[config.mk]
export PLATFORM = sky130hd
export DESIGN_NAME = sd_cmd_line_ctrl
export DESIGN_NICKNAME = d
export VERILOG_FILES = /design/src/rtl/sd_host_pkg.sv /design/src/rtl/sd_crc7.sv /design/src/rtl/sd_cmd_line_ctrl.sv
export SDC_FILE = /design/constraint.sdc
export NUM_CORES = 1
export LEC_CHECK = 0
export CORE_UTILIZATION = 30
export DETAILED_ROUTE_END_ITERATION = 6
export DONT_BUFFER_PORTS = 1
export GPL_TIMING_DRIVEN = 0
export HOLD_SLACK_MARGIN = 0.03
export PLACE_DENSITY = 0.54
export REMOVE_ABC_BUFFERS = 1
export SLEW_MARGIN = 10
export SYNTH_ARGS = -nofsm -noshare
export SYNTH_HDL_FRONTEND = slang
export SYNTH_HIERARCHICAL = 1
export SYNTH_SLANG_ARGS = --single-unit
[constraint.sdc]
create_clock -name FFCLK -period 8.93 [get_ports FFCLK]
set_input_delay 1.786 -clock FFCLK [delete_from_list [all_inputs] [get_ports FFCLK]]
set_output_delay 1.786 -clock FFCLK [all_outputs]
set_load 0.03 [all_outputs]
[src/rtl/sd_host_pkg.sv]
// Shared SD host definitions: command-line state encoding, frame widths and the serial CRC7 step.
// No latency or flow control of its own; consumed by the CMD and DAT line blocks.
package sd_host_pkg;

    localparam int CMD_FRAME_W  = 48;
    localparam int CMD_CRC_SPAN = 40;
    localparam int CRC7_W       = 7;

    // x^7 + x^3 + 1 with the x^7 term implied by the shift
    localparam logic [CRC7_W-1:0] CRC7_POLY = 7'h09;

    typedef enum logic [2:0] {
        ST_IDLE = 3'd0,
        ST_TX   = 3'd1,
        ST_TURN = 3'd2,
        ST_WAIT = 3'd3,
        ST_RX   = 3'd4,
        ST_GAP  = 3'd5
    } cmd_state_t;

    function automatic logic [CRC7_W-1:0] crc7_next(input logic [CRC7_W-1:0] crc,
                                                    input logic              din);
        logic fb;
        fb = crc[CRC7_W-1] ^ din;
        return {crc[CRC7_W-2:0], 1'b0} ^ (fb ? CRC7_POLY : '0);
    endfunction

endpackage

[src/rtl/sd_crc7.sv]
// Serial CRC7, MSB-first; one bit folded in per enabled cycle, result visible the next cycle.
// No backpressure: clr has priority over en.
module sd_crc7
    import sd_host_pkg::*;
(
    input  logic              FFCLK,
    input  logic              FFCLR,
    input  logic              clr,
    input  logic              en,
    input  logic              bit_in,
    output logic [CRC7_W-1:0] crc
);

    always_ff @(posedge FFCLK or posedge FFCLR) begin
        if (FFCLR) begin
            crc <= '0;
        end else if (clr) begin
            crc <= '0;
        end else if (en) begin
            crc <= crc7_next(crc, bit_in);
        end
    end

endmodule

[src/rtl/sd_cmd_line_ctrl.sv]
// SDIO CMD-line sequencer: sends a 48-bit command, releases the line, captures an optional R1/R7-style response, then holds the Ncc gap.
// Paced by sd_tick (one bit per tick); cmd_start is only accepted in IDLE, with no queuing while busy.
module sd_cmd_line_ctrl
    import sd_host_pkg::*;
#(
    parameter int NCR_MAX  = 64,
    parameter int NCC_MIN  = 8,
    parameter int TURN_CYC = 2
) (
    input  logic        FFCLK,
    input  logic        FFCLR,
    input  logic        sd_tick,
    input  logic        cmd_start,
    input  logic [5:0]  cmd_index,
    input  logic [31:0] cmd_arg,
    input  logic        resp_en,
    output logic        cmd_busy,
    output logic        cmd_done,
    output logic        resp_timeout,
    output logic        resp_crc_err,
    output logic [5:0]  resp_index,
    output logic [31:0] resp_arg,
    output logic        pad_a2,
    output logic        pad_o_en,
    output logic        pad_en,
    input  logic        pad_in
);

    localparam int TICK_MAX = (NCR_MAX > NCC_MIN)
                            ? ((NCR_MAX > TURN_CYC) ? NCR_MAX : TURN_CYC)
                            : ((NCC_MIN > TURN_CYC) ? NCC_MIN : TURN_CYC);
    localparam int CNT_W    = $clog2(TICK_MAX + 1);

    localparam logic [CNT_W-1:0] NCR_LAST  = CNT_W'(NCR_MAX - 1);
    localparam logic [CNT_W-1:0] NCC_LAST  = CNT_W'(NCC_MIN - 1);
    localparam logic [CNT_W-1:0] TURN_LAST = CNT_W'(TURN_CYC - 1);
    localparam logic [5:0]       CRC_EDGE  = 6'd8;

    cmd_state_t                state, state_nxt;
    logic [5:0]                bit_cnt;
    logic [CNT_W-1:0]          tick_cnt;
    logic [CMD_CRC_SPAN-1:0]   tx_sh;
    logic [CMD_FRAME_W-3:0]    rx_sh;
    logic [CMD_FRAME_W-2:0]    rx_bits;
    logic                      rsp_en_q;
    logic [CRC7_W-1:0]         crc;
    logic                      crc_clr;
    logic                      crc_en;
    logic                      crc_bit;
    logic [2:0]                crc_sel;
    logic                      crc_bad;

    // Start bit is implicit (always 0); rx_bits[k] is response frame bit k for k = 46..0
    assign rx_bits = {rx_sh, pad_in};
    assign crc_sel = bit_cnt[2:0] - 3'd1;
    assign crc_bad = rx_bits[46] || (crc != rx_bits[7:1]) || !rx_bits[0];

    sd_crc7 u_crc (
        .FFCLK  (FFCLK),
        .FFCLR  (FFCLR),
        .clr    (crc_clr),
        .en     (crc_en),
        .bit_in (crc_bit),
        .crc    (crc)
    );

    always_ff @(posedge FFCLK or posedge FFCLR) begin
        if (FFCLR) begin
            state <= ST_IDLE;
        end else begin
            state <= state_nxt;
        end
    end

    always_comb begin
        state_nxt = state;
        unique case (state)
            ST_IDLE: if (cmd_start) state_nxt = ST_TX;
            ST_TX:   if (sd_tick && bit_cnt == 6'd0) state_nxt = rsp_en_q ? ST_TURN : ST_GAP;
            ST_TURN: if (sd_tick && tick_cnt == TURN_LAST) state_nxt = ST_WAIT;
            ST_WAIT: begin
                if (sd_tick) begin
                    if (!pad_in) begin
                        state_nxt = ST_RX;
                    end else if (tick_cnt == NCR_LAST) begin
                        state_nxt = ST_GAP;
                    end
                end
            end
            ST_RX:   if (sd_tick && bit_cnt == 6'd0) state_nxt = ST_GAP;
            ST_GAP:  if (sd_tick && tick_cnt == NCC_LAST) state_nxt = ST_IDLE;
            default: state_nxt = ST_IDLE;
        endcase
    end

    always_comb begin
        cmd_busy = (state != ST_IDLE);
        pad_en   = (state == ST_TX);
        pad_o_en = (state == ST_TX) && sd_tick;
        pad_a2   = 1'b1;
        if (state == ST_TX) begin
            if (bit_cnt >= CRC_EDGE) begin
                pad_a2 = tx_sh[CMD_CRC_SPAN-1];
            end else if (bit_cnt != 6'd0) begin
                pad_a2 = crc[crc_sel];
            end
        end
        // A zero start bit leaves a cleared CRC at zero, so clearing on detection covers it
        crc_clr = ((state == ST_IDLE) && cmd_start) ||
                  ((state == ST_WAIT) && sd_tick && !pad_in);
        crc_en  = sd_tick && (bit_cnt >= CRC_EDGE) && ((state == ST_TX) || (state == ST_RX));
        crc_bit = (state == ST_TX) ? tx_sh[CMD_CRC_SPAN-1] : pad_in;
    end

    always_ff @(posedge FFCLK or posedge FFCLR) begin
        if (FFCLR) begin
            bit_cnt      <= '0;
            tick_cnt     <= '0;
            tx_sh        <= '0;
            rx_sh        <= '0;
            rsp_en_q     <= 1'b0;
            cmd_done     <= 1'b0;
            resp_timeout <= 1'b0;
            resp_crc_err <= 1'b0;
            resp_index   <= '0;
            resp_arg     <= '0;
        end else begin
            cmd_done <= (state == ST_GAP) && sd_tick && (tick_cnt == NCC_LAST);
            case (state)
                ST_IDLE: begin
                    if (cmd_start) begin
                        tx_sh        <= {2'b01, cmd_index, cmd_arg};
                        rsp_en_q     <= resp_en;
                        bit_cnt      <= 6'(CMD_FRAME_W - 1);
                        tick_cnt     <= '0;
                        resp_timeout <= 1'b0;
                        resp_crc_err <= 1'b0;
                    end
                end
                ST_TX: begin
                    if (sd_tick) begin
                        tx_sh <= {tx_sh[CMD_CRC_SPAN-2:0], 1'b0};
                        if (bit_cnt != 6'd0) bit_cnt <= bit_cnt - 6'd1;
                    end
                end
                ST_TURN: begin
                    if (sd_tick) tick_cnt <= (tick_cnt == TURN_LAST) ? '0 : tick_cnt + 1'b1;
                end
                ST_WAIT: begin
                    if (sd_tick) begin
                        if (!pad_in) begin
                            rx_sh    <= '0;
                            bit_cnt  <= 6'(CMD_FRAME_W - 2);
                            tick_cnt <= '0;
                        end else if (tick_cnt == NCR_LAST) begin
                            resp_timeout <= 1'b1;
                            tick_cnt     <= '0;
                        end else begin
                            tick_cnt <= tick_cnt + 1'b1;
                        end
                    end
                end
                ST_RX: begin
                    if (sd_tick) begin
                        rx_sh <= rx_bits[CMD_FRAME_W-3:0];
                        if (bit_cnt == 6'd0) begin
                            resp_index   <= rx_bits[45:40];
                            resp_arg     <= rx_bits[39:8];
                            resp_crc_err <= crc_bad;
                        end else begin
                            bit_cnt <= bit_cnt - 6'd1;
                        end
                    end
                end
                ST_GAP: begin
                    if (sd_tick) tick_cnt <= (tick_cnt == NCC_LAST) ? '0 : tick_cnt + 1'b1;
                end
                default: ;
            endcase
        end
    end

endmodule

==> results of run 1 <==
final cells by class:
type	count	share of cell area (%)
Sequential cell	151	49.3
Multi-Input combinational cell	369	35.3
Clock buffer	17	5.55
Tap cell	280	4.57
Clock inverter	15	2.71
Timing Repair Buffer	6	1.86
Inverter	13	0.702
power groups by stage:
stage                     logic [mW]  registers (mW)  clock network (mW)
after global placement         0.591           0.936                   0
after detailed placement       0.646           0.941                   0
after CTS                      0.647           0.929               0.790
after global routing           0.721           0.952               0.822
after floorplan                0.497           0.908                   0
final                          0.639           0.928               0.766
layout by cell type (no fill, tap or decap), drive strengths merged, types with 4 or more instances in the layout:
cell,count
nor2,21
dfrtp,151
clkbuf,17
o31ai,4
a21oi,12
buf,6
nand2,63
mux2i,44
o21ai,54
mux2,39
inv,21
nor3,7
a22o,49
nand2b,5
ha,4
nand3,6
xnor2,6
nor4,4
sequential cells by signal, summed over array words and instances, names as in the netlist:
register,flops
u_crc/crc,7
rsp_en_q,1
tick_cnt,7
resp_crc_err,1
resp_timeout,1
bit_cnt,6
rx_sh,46
resp_arg,32
cmd_done,1
state,3
resp_index,6
tx_sh,40
kinds of logic after synthesis:
kind of cell,after synthesis
compound gates,143
xor+xnor,9
fa+ha+maj,4
buf+inv,49
flops,151
mux,84
simple gates,129
through the flow:
step                setup WS, ns  area, um2  power [mW]  utilization (%)
detailed placement          4.82       7030        1.59             32.1
global route                4.23       7660        2.49             35.0
global placement            1.82       6860        1.53             31.3
floorplan                   3.28       6510        1.40                -
finish                      4.43       7660        2.33             35.0
CTS                         4.39       7660        2.37             35.0
how the worst max path moves through the flow:
stage / startpoint / to / slack (ns) / cells past startpoint
finish: state[2] / pad_en / 4.43 / 3
detailed placement: sd_tick / pad_o_en / 4.82 / 2
global route: state[2] / pad_en / 4.23 / 3
CTS: state[2] / pad_en / 4.39 / 3
global placement: FFCLR / tx_sh[14] / 1.82 / 1
floorplan: FFCLR / bit_cnt[0] / 3.28 / 1
routing by layer:
metal,part of all wire [%],global-route usage (%)
met5,0,0
met1,44,15.3
met2,48,20.4
met4,1.4,4.41
met3,7.2,5.03
worst register-to-register path: cells and delay by family, from the launching register on:
| kind | cells | cell delay (ns) |
|---|---|---|
| AND/OR/NAND/NOR | 3 | 0.80 |
| flip-flops | 1 | 0.58 |
| AO/OA/AOI/OAI | 2 | 0.26 |
| buffers and inverters | 3 | 1.36 |
==> impl_results.md, run 1 <==
- Largest voltage drop on the vdd net: 116 uV
- Cell Chain, Critical Path: nand2b_1 -> nand2b_1 -> inv_2
- Transition at the pin with the smallest max-transition slack: 1.19 ns
- Worst setup SP type: flip-flop
- Worst Path Arrival: 2.71 ns
- Final Slew Violations: 0
- CP delay by family, top: buffers and inverters
- Portion of synthesized cell area occupied by the leading cell type: 56.3%
- Largest net degree at the start of global routing: 83
- Worst Hold Depth: 2
- Synth async-reset ratio: 100%
- Min-Delay Startpoint: tx_sh[31]
- Post_cts resized: 0
- Switching power summed over all nets: 0.802 mW
- Finish-stage setup viols: 0
- I/O pin cnt: 89
- Most frequent cells after synthesis: 151 x dfrtp_1, 63 x nand2_1, 49 x a22o_1
- Area taken by multi-input logic gates: 2710 um2
- Mean instance size in the synthesized netlist: 11.8 um2
- Clock edge transition at the registers on the reported setup and hold paths: 0.07 ns
- Worst-case headroom to the max-slew limit: 20.8%
- Nature of the critical path endpoint: output port
- Share of the cycle needed by the critical path after routing: 50.4%
- Maximum clock rate: 0.222 GHz
- Cell at the root of the clock tree: clkbuf_16
- Number of standard cells in the layout, taps in and fillers out: 851
- Core region area: 21,900 um2
- Leading post-synthesis cells by cell area: dfrtp_1 56%, mux2i_1 6.6%, a22o_1 6.4%, mux2_2 6.4%, nand2_1 3.5%
- Wire length per cell after detailed routing: 15.9 um
- Post-synthesis compound-gate area fraction: 15.5%
- FILL cells: 2,155
- Final sum of negative setup slack: 0 ns
- Effective utilization at floorplan: 30.6%
- Number of iterations in the first detailed-routing pass: 4
- Die Area: 23,000 um2
- Inserted Clock Buffers: 17
- Share of layout cells above drive strength 1: 16.6%
- Post-Route WL: 13,600 um
- IO Port Bufs: 0
- Placed cell count: 819
- Register bit total from synthesis: 151
- Average vias per placed instance: 5.12
- Max H-tree Level: 4
- Number of antenna violations at the first check in global routing: 0
- Combined buffer and inverter count along the critical path: 1
- Number of post-CTS setup repair buffers: 0
- Synth Flop Type: dfrtp_1
- Leading area contributor after synthesis: dfrtp_1
- Final ANT Viol Nets: 0
- Wire length of the first global-routing pass: 22,400 um
- Setup skew after layout: 0.0112 ns
- Number of global-route vias before repair: 4,278
- Cell internal pwr: 1.53 mW
- Height of the chip: 152 um
- Cell with the most instances on the worst path: nand2b_1
- Library cells used by synthesis: 63
- Largest family of logic cells by synthesized area: compound AO/OA/AOI/OAI gates
- Clock latency on the worst-skew pair: 0.42 ns
- Worst reg2reg path depth: 8
- Critical path start-end classification: reg -> out
- Overflow left after global routing: 0
- Simple-gate share of the synthesized area: 9.08%
- Post-synthesis instance total: 569
- Endpoint of the most critical register-to-register path: tx_sh[14]
- Final critical-path required period: 4.50 ns
- Total power density per cell area: 305 nW/um2
- Clock power share: 32.8%
- Net switching fraction of the power: 34.4%
- Area share of fa/ha/maj cells after synthesis: 0.746%
- Sequential share of power: 39.8%
- Initial DRC Count: 155
- Most frequent cell after synthesis: dfrtp_1
- Antenna diode instance count: 0
- Yosys synthesis warning count: 6
- Area taken by flip-flops and latches: 3780 um2
- Final Wtd Congestion: 0.779
- Min Hold Slack: 0.479 ns
- Proportion of synthesized chip area in sequential cells: 56.3%
- Via count: 4,356
- Flop2flop setup slack: 5.80 ns
- Maximum net fanout on the critical path: 38
- Number of enable flip-flop cells after synthesis: 0
- Detail Placement HPWL: 9230 um
- Required time at the worst-slack endpoint: 7.14 ns
- RSZ-0062 raised after global routing: no
- Horizontal die dimension: 152 um
- Hold Path Sink: tx_sh[31]
- Class of the tightest hold or removal check: reg -> reg
- Total leakage power: 3.52 nW
- Worst path max stage delay: 0.96 ns
- Logic gate share of total power: 27.4%
- Clock tree from TritonCTS: built
- Standard-cell rows: 54
- Cell at the slowest stage of the critical path: inv_2
- Final net count: 606
- Xor-xnor portion of the synthesized cell area: 1.18%
- Post-synth design cell area: 6710 um2
- Outcome: complete, no violations
- Fraction of synthesized area in multiplexers: 13.5%
- Total routing resource utilization after global routing: 12.7%
- Max-capacitance violation count: 0
- Final count of hold timing violations: 0
- Syn-to-layout area delta: 14.3%
- Buffers from clock root to sink, at most: 2
- Hold Buf Count CTS: 0
- Startpoint of the worst register-to-register path: state[2]
- Number of remaining DRC errors: 0
- TritonCTS sink count: 151
Note: power is estimated with default switching activity, not from simulation.
==> inputs of run 2 (changes only) <==
==> constraint.sdc (replaced) <==
create_clock -name FFCLK -period 4.5 [get_ports FFCLK]
set_input_delay 0.9 -clock FFCLK [delete_from_list [all_inputs] [get_ports FFCLK]]
set_output_delay 0.9 -clock FFCLK [all_outputs]
set_load 0.03 [all_outputs]
==> results of run 2 <==
Same layout as run 1 (identical final DEF). Status: complete, no violations.
Main changes from that run: setup slack after placement 4.82 ns -> 1.31 ns; setup slack after layout 4.43 ns -> 0.888 ns; hold slack 0.479 ns -> 0.284 ns; register-to-register setup slack 5.80 ns -> 1.37 ns; total power 2.33 mW -> 4.63 mW; worst IR drop on VDD 116 uV -> 229 uV
==> inputs of run 3 (changes only) <==
==> constraint.sdc (replaced) <==
create_clock -name FFCLK -period 3.61 [get_ports FFCLK]
set_input_delay 0.722 -clock FFCLK [delete_from_list [all_inputs] [get_ports FFCLK]]
set_output_delay 0.722 -clock FFCLK [all_outputs]
set_load 0.03 [all_outputs]
==> run 3 against run 2 <==
Effect of this change: die area unchanged; flip-flop and latch count unchanged; clock-buffer cell count unchanged; highest routed layer unchanged.
==> impl_results.md, run 3 (same netlist as run 1, synthesis figures left out) <==
- Outcome: complete, no violations
- Max H-tree Level: 4
- Clock latency on the worst-skew pair: 0.42 ns
- Critical path start-end classification: reg -> out
- Hold Buf Count CTS: 0
- Post-Route WL: 13,600 um
- Antenna diode instance count: 0
- Required time at the worst-slack endpoint: 2.89 ns
- Class of the tightest hold or removal check: in -> async
- Worst path max stage delay: 0.46 ns
- IO Port Bufs: 0
- RSZ-0062 raised after global routing: no
- Number of flip-flops in the largest register: 46
- Logic gate share of total power: 27.3%
- Clock tree from TritonCTS: built
- Initial DRC Count: 155
- Max-capacitance violation count: 0
- Most common cell after layout, fill and taps aside: dfrtp_1
- Largest net degree at the start of global routing: 83
- Effective utilization at floorplan: 30.6%
- Core region area: 21,900 um2
- Transition at the pin with the smallest max-transition slack: 0.798 ns
- Final net count: 606
- Final ANT Viol Nets: 0
- Buffers from clock root to sink, at most: 2
- Nature of the critical path endpoint: output port
- Number of remaining DRC errors: 0
- Inserted Clock Buffers: 17
- Total leakage power: 3.52 nW
- Final critical-path required period: 3.16 ns
- Standard-cell rows: 54
- Final count of hold timing violations: 0
- Worst-case setup slack after placement: 0.445 ns
- Sequential share of power: 39.8%
- Number of global-route vias before repair: 4,278
- Finish-stage setup viols: 0
- Switching power summed over all nets: 1.98 mW
- Total routing resource utilization after global routing: 12.7%
- Detail Placement HPWL: 9230 um
- Cell area after placement: 7030 um2
- Net switching fraction of the power: 34.4%
- Clock power share: 32.9%
- Total power density per cell area: 752 nW/um2
- Average vias per placed instance: 5.09
- Via count: 4,332
- Height of the chip: 152 um
- Share of the core filled with cells: 35.0%
- FILL cells: 2,156
- Most flop-heavy register: rx_sh
- Maximum clock rate: 0.316 GHz
- Wire length of the first global-routing pass: 22,400 um
- Share of the cycle needed by the critical path after routing: 87.6%
- Cell internal pwr: 3.78 mW
- Maximum net fanout on the critical path: 6
- Cell Chain, Critical Path: inv_1 -> ha_1 -> mux4_2 -> o21ai_0 -> a21oi_1 -> a211o_1
- Share of layout cells above drive strength 1: 16.6%
- Overflow left after global routing: 0
- Die Area: 23,000 um2
- Final Wtd Congestion: 0.779
- TritonCTS sink count: 151
- Post-route setup slack: 0.448 ns
- Cell at the slowest stage of the critical path: dfrtp_1
- Wire length per cell after detailed routing: 15.9 um
- Worst Path Arrival: 2.44 ns
- Worst setup SP type: flip-flop
- Worst-case headroom to the max-slew limit: 46.7%
- Clock edge transition at the registers on the reported setup and hold paths: 0.07 ns
- Final Slew Violations: 0
- Number of antenna violations at the first check in global routing: 0
- Largest voltage drop on the vdd net: 286 uV
- Min Hold Slack: 0.106 ns
- Cell at the root of the clock tree: clkbuf_16
- Area of all placed cells without fillers: 7670 um2
- Power after layout: 5.77 mW
- I/O pin cnt: 89
- Leading cell types in the layout, fill and taps excluded: 151 x dfrtp_1, 62 x nand2_1, 49 x a22o_1
- Setup skew after layout: 0.0116 ns
- Number of iterations in the first detailed-routing pass: 4
- Horizontal die dimension: 152 um
- Largest regs: rx_sh (46), tx_sh (40), resp_arg (32)
- Syn-to-layout area delta: 14.3%
-- run 3: cell count changes in the layout (fill, tap and decap cells not counted) --
cell	previous run	this run
inv_2	1	0
inv_4	0	1
-- run 3: timing repair --
action                                  4_1_cts  5_1_grt
gates resized for setup                       0        2
buffers inserted                              0        0
endpoints found under the setup margin        0        1
-- run 3: power by group through the flow --
stage	sequential [mW]	combinational (mW)	clock, mW
final	2.30	1.58	1.90
after global routing	2.35	1.78	2.03
after CTS	2.30	1.60	1.95
after detailed placement	2.33	1.60	0
after global placement	2.32	1.46	0
after floorplan	2.24	1.23	0
-- run 3: through the flow --
| stage | cells | setup TNS, ns |
|---|---|---|
| 2_1_floorplan | 533 | -140.87 |
| 3_3_place_gp | 813 | -459.51 |
| 3_5_place_dp | 819 | 0 |
| 4_1_cts | 851 | 0 |
| 5_1_grt | 851 | 0 |
| 6_report | 851 | 0 |
-- run 3: path summary, 6_finish.rpt --
| path | start | to | slack (ns) | cells past startpoint |
|---|---|---|---|---|
| hold reg to reg | tx_sh[31] | tx_sh[31] | 0.48 | 2 |
| setup / recovery | bit_cnt[0] | pad_a2 | 0.45 | 6 |
| min in group FFCLK | resp_en | rsp_en_q | 0.43 | 2 |
| hold / removal | FFCLR | u_crc/crc[0] | 0.11 | 1 |
| max in group asynchronous | FFCLR | rx_sh[9] | 2.56 | 2 |
| setup reg to reg | state[2] | tx_sh[14] | 0.79 | 7 |
-- run 3: worst max-delay path: cells and delay by family (launching register included) --
family,cells,cell delay (ns)
multiplexers,1,0.32
AO/OA/AOI/OAI,3,0.74
buffers and inverters,1,0.11
adder cells (fa/ha/maj),1,0.38
flip-flops,1,0.46
-- run 3: layer usage --
metal / track usage (%) / vias up / wire length, um
met5: 0 / - / 0
met4: 4.41 / 0 / 173
met3: 5.03 / 13 / 956
met2: 20.4 / 97 / 6480
met1: 15.3 / 2177 / 5950
li1: - / 2045 / -
-- run 3: cell type report --
cell class | instances | area, um2 | area share [%]
tap | 280 | 350 | 4.57
timing repair buffer | 6 | 143 | 1.86
multi-input combinational | 369 | 2710 | 35.3
clock inverter | 15 | 208 | 2.71
sequential | 151 | 3780 | 49.3
inverter | 13 | 56.3 | 0.734
clock buffer | 17 | 425 | 5.55
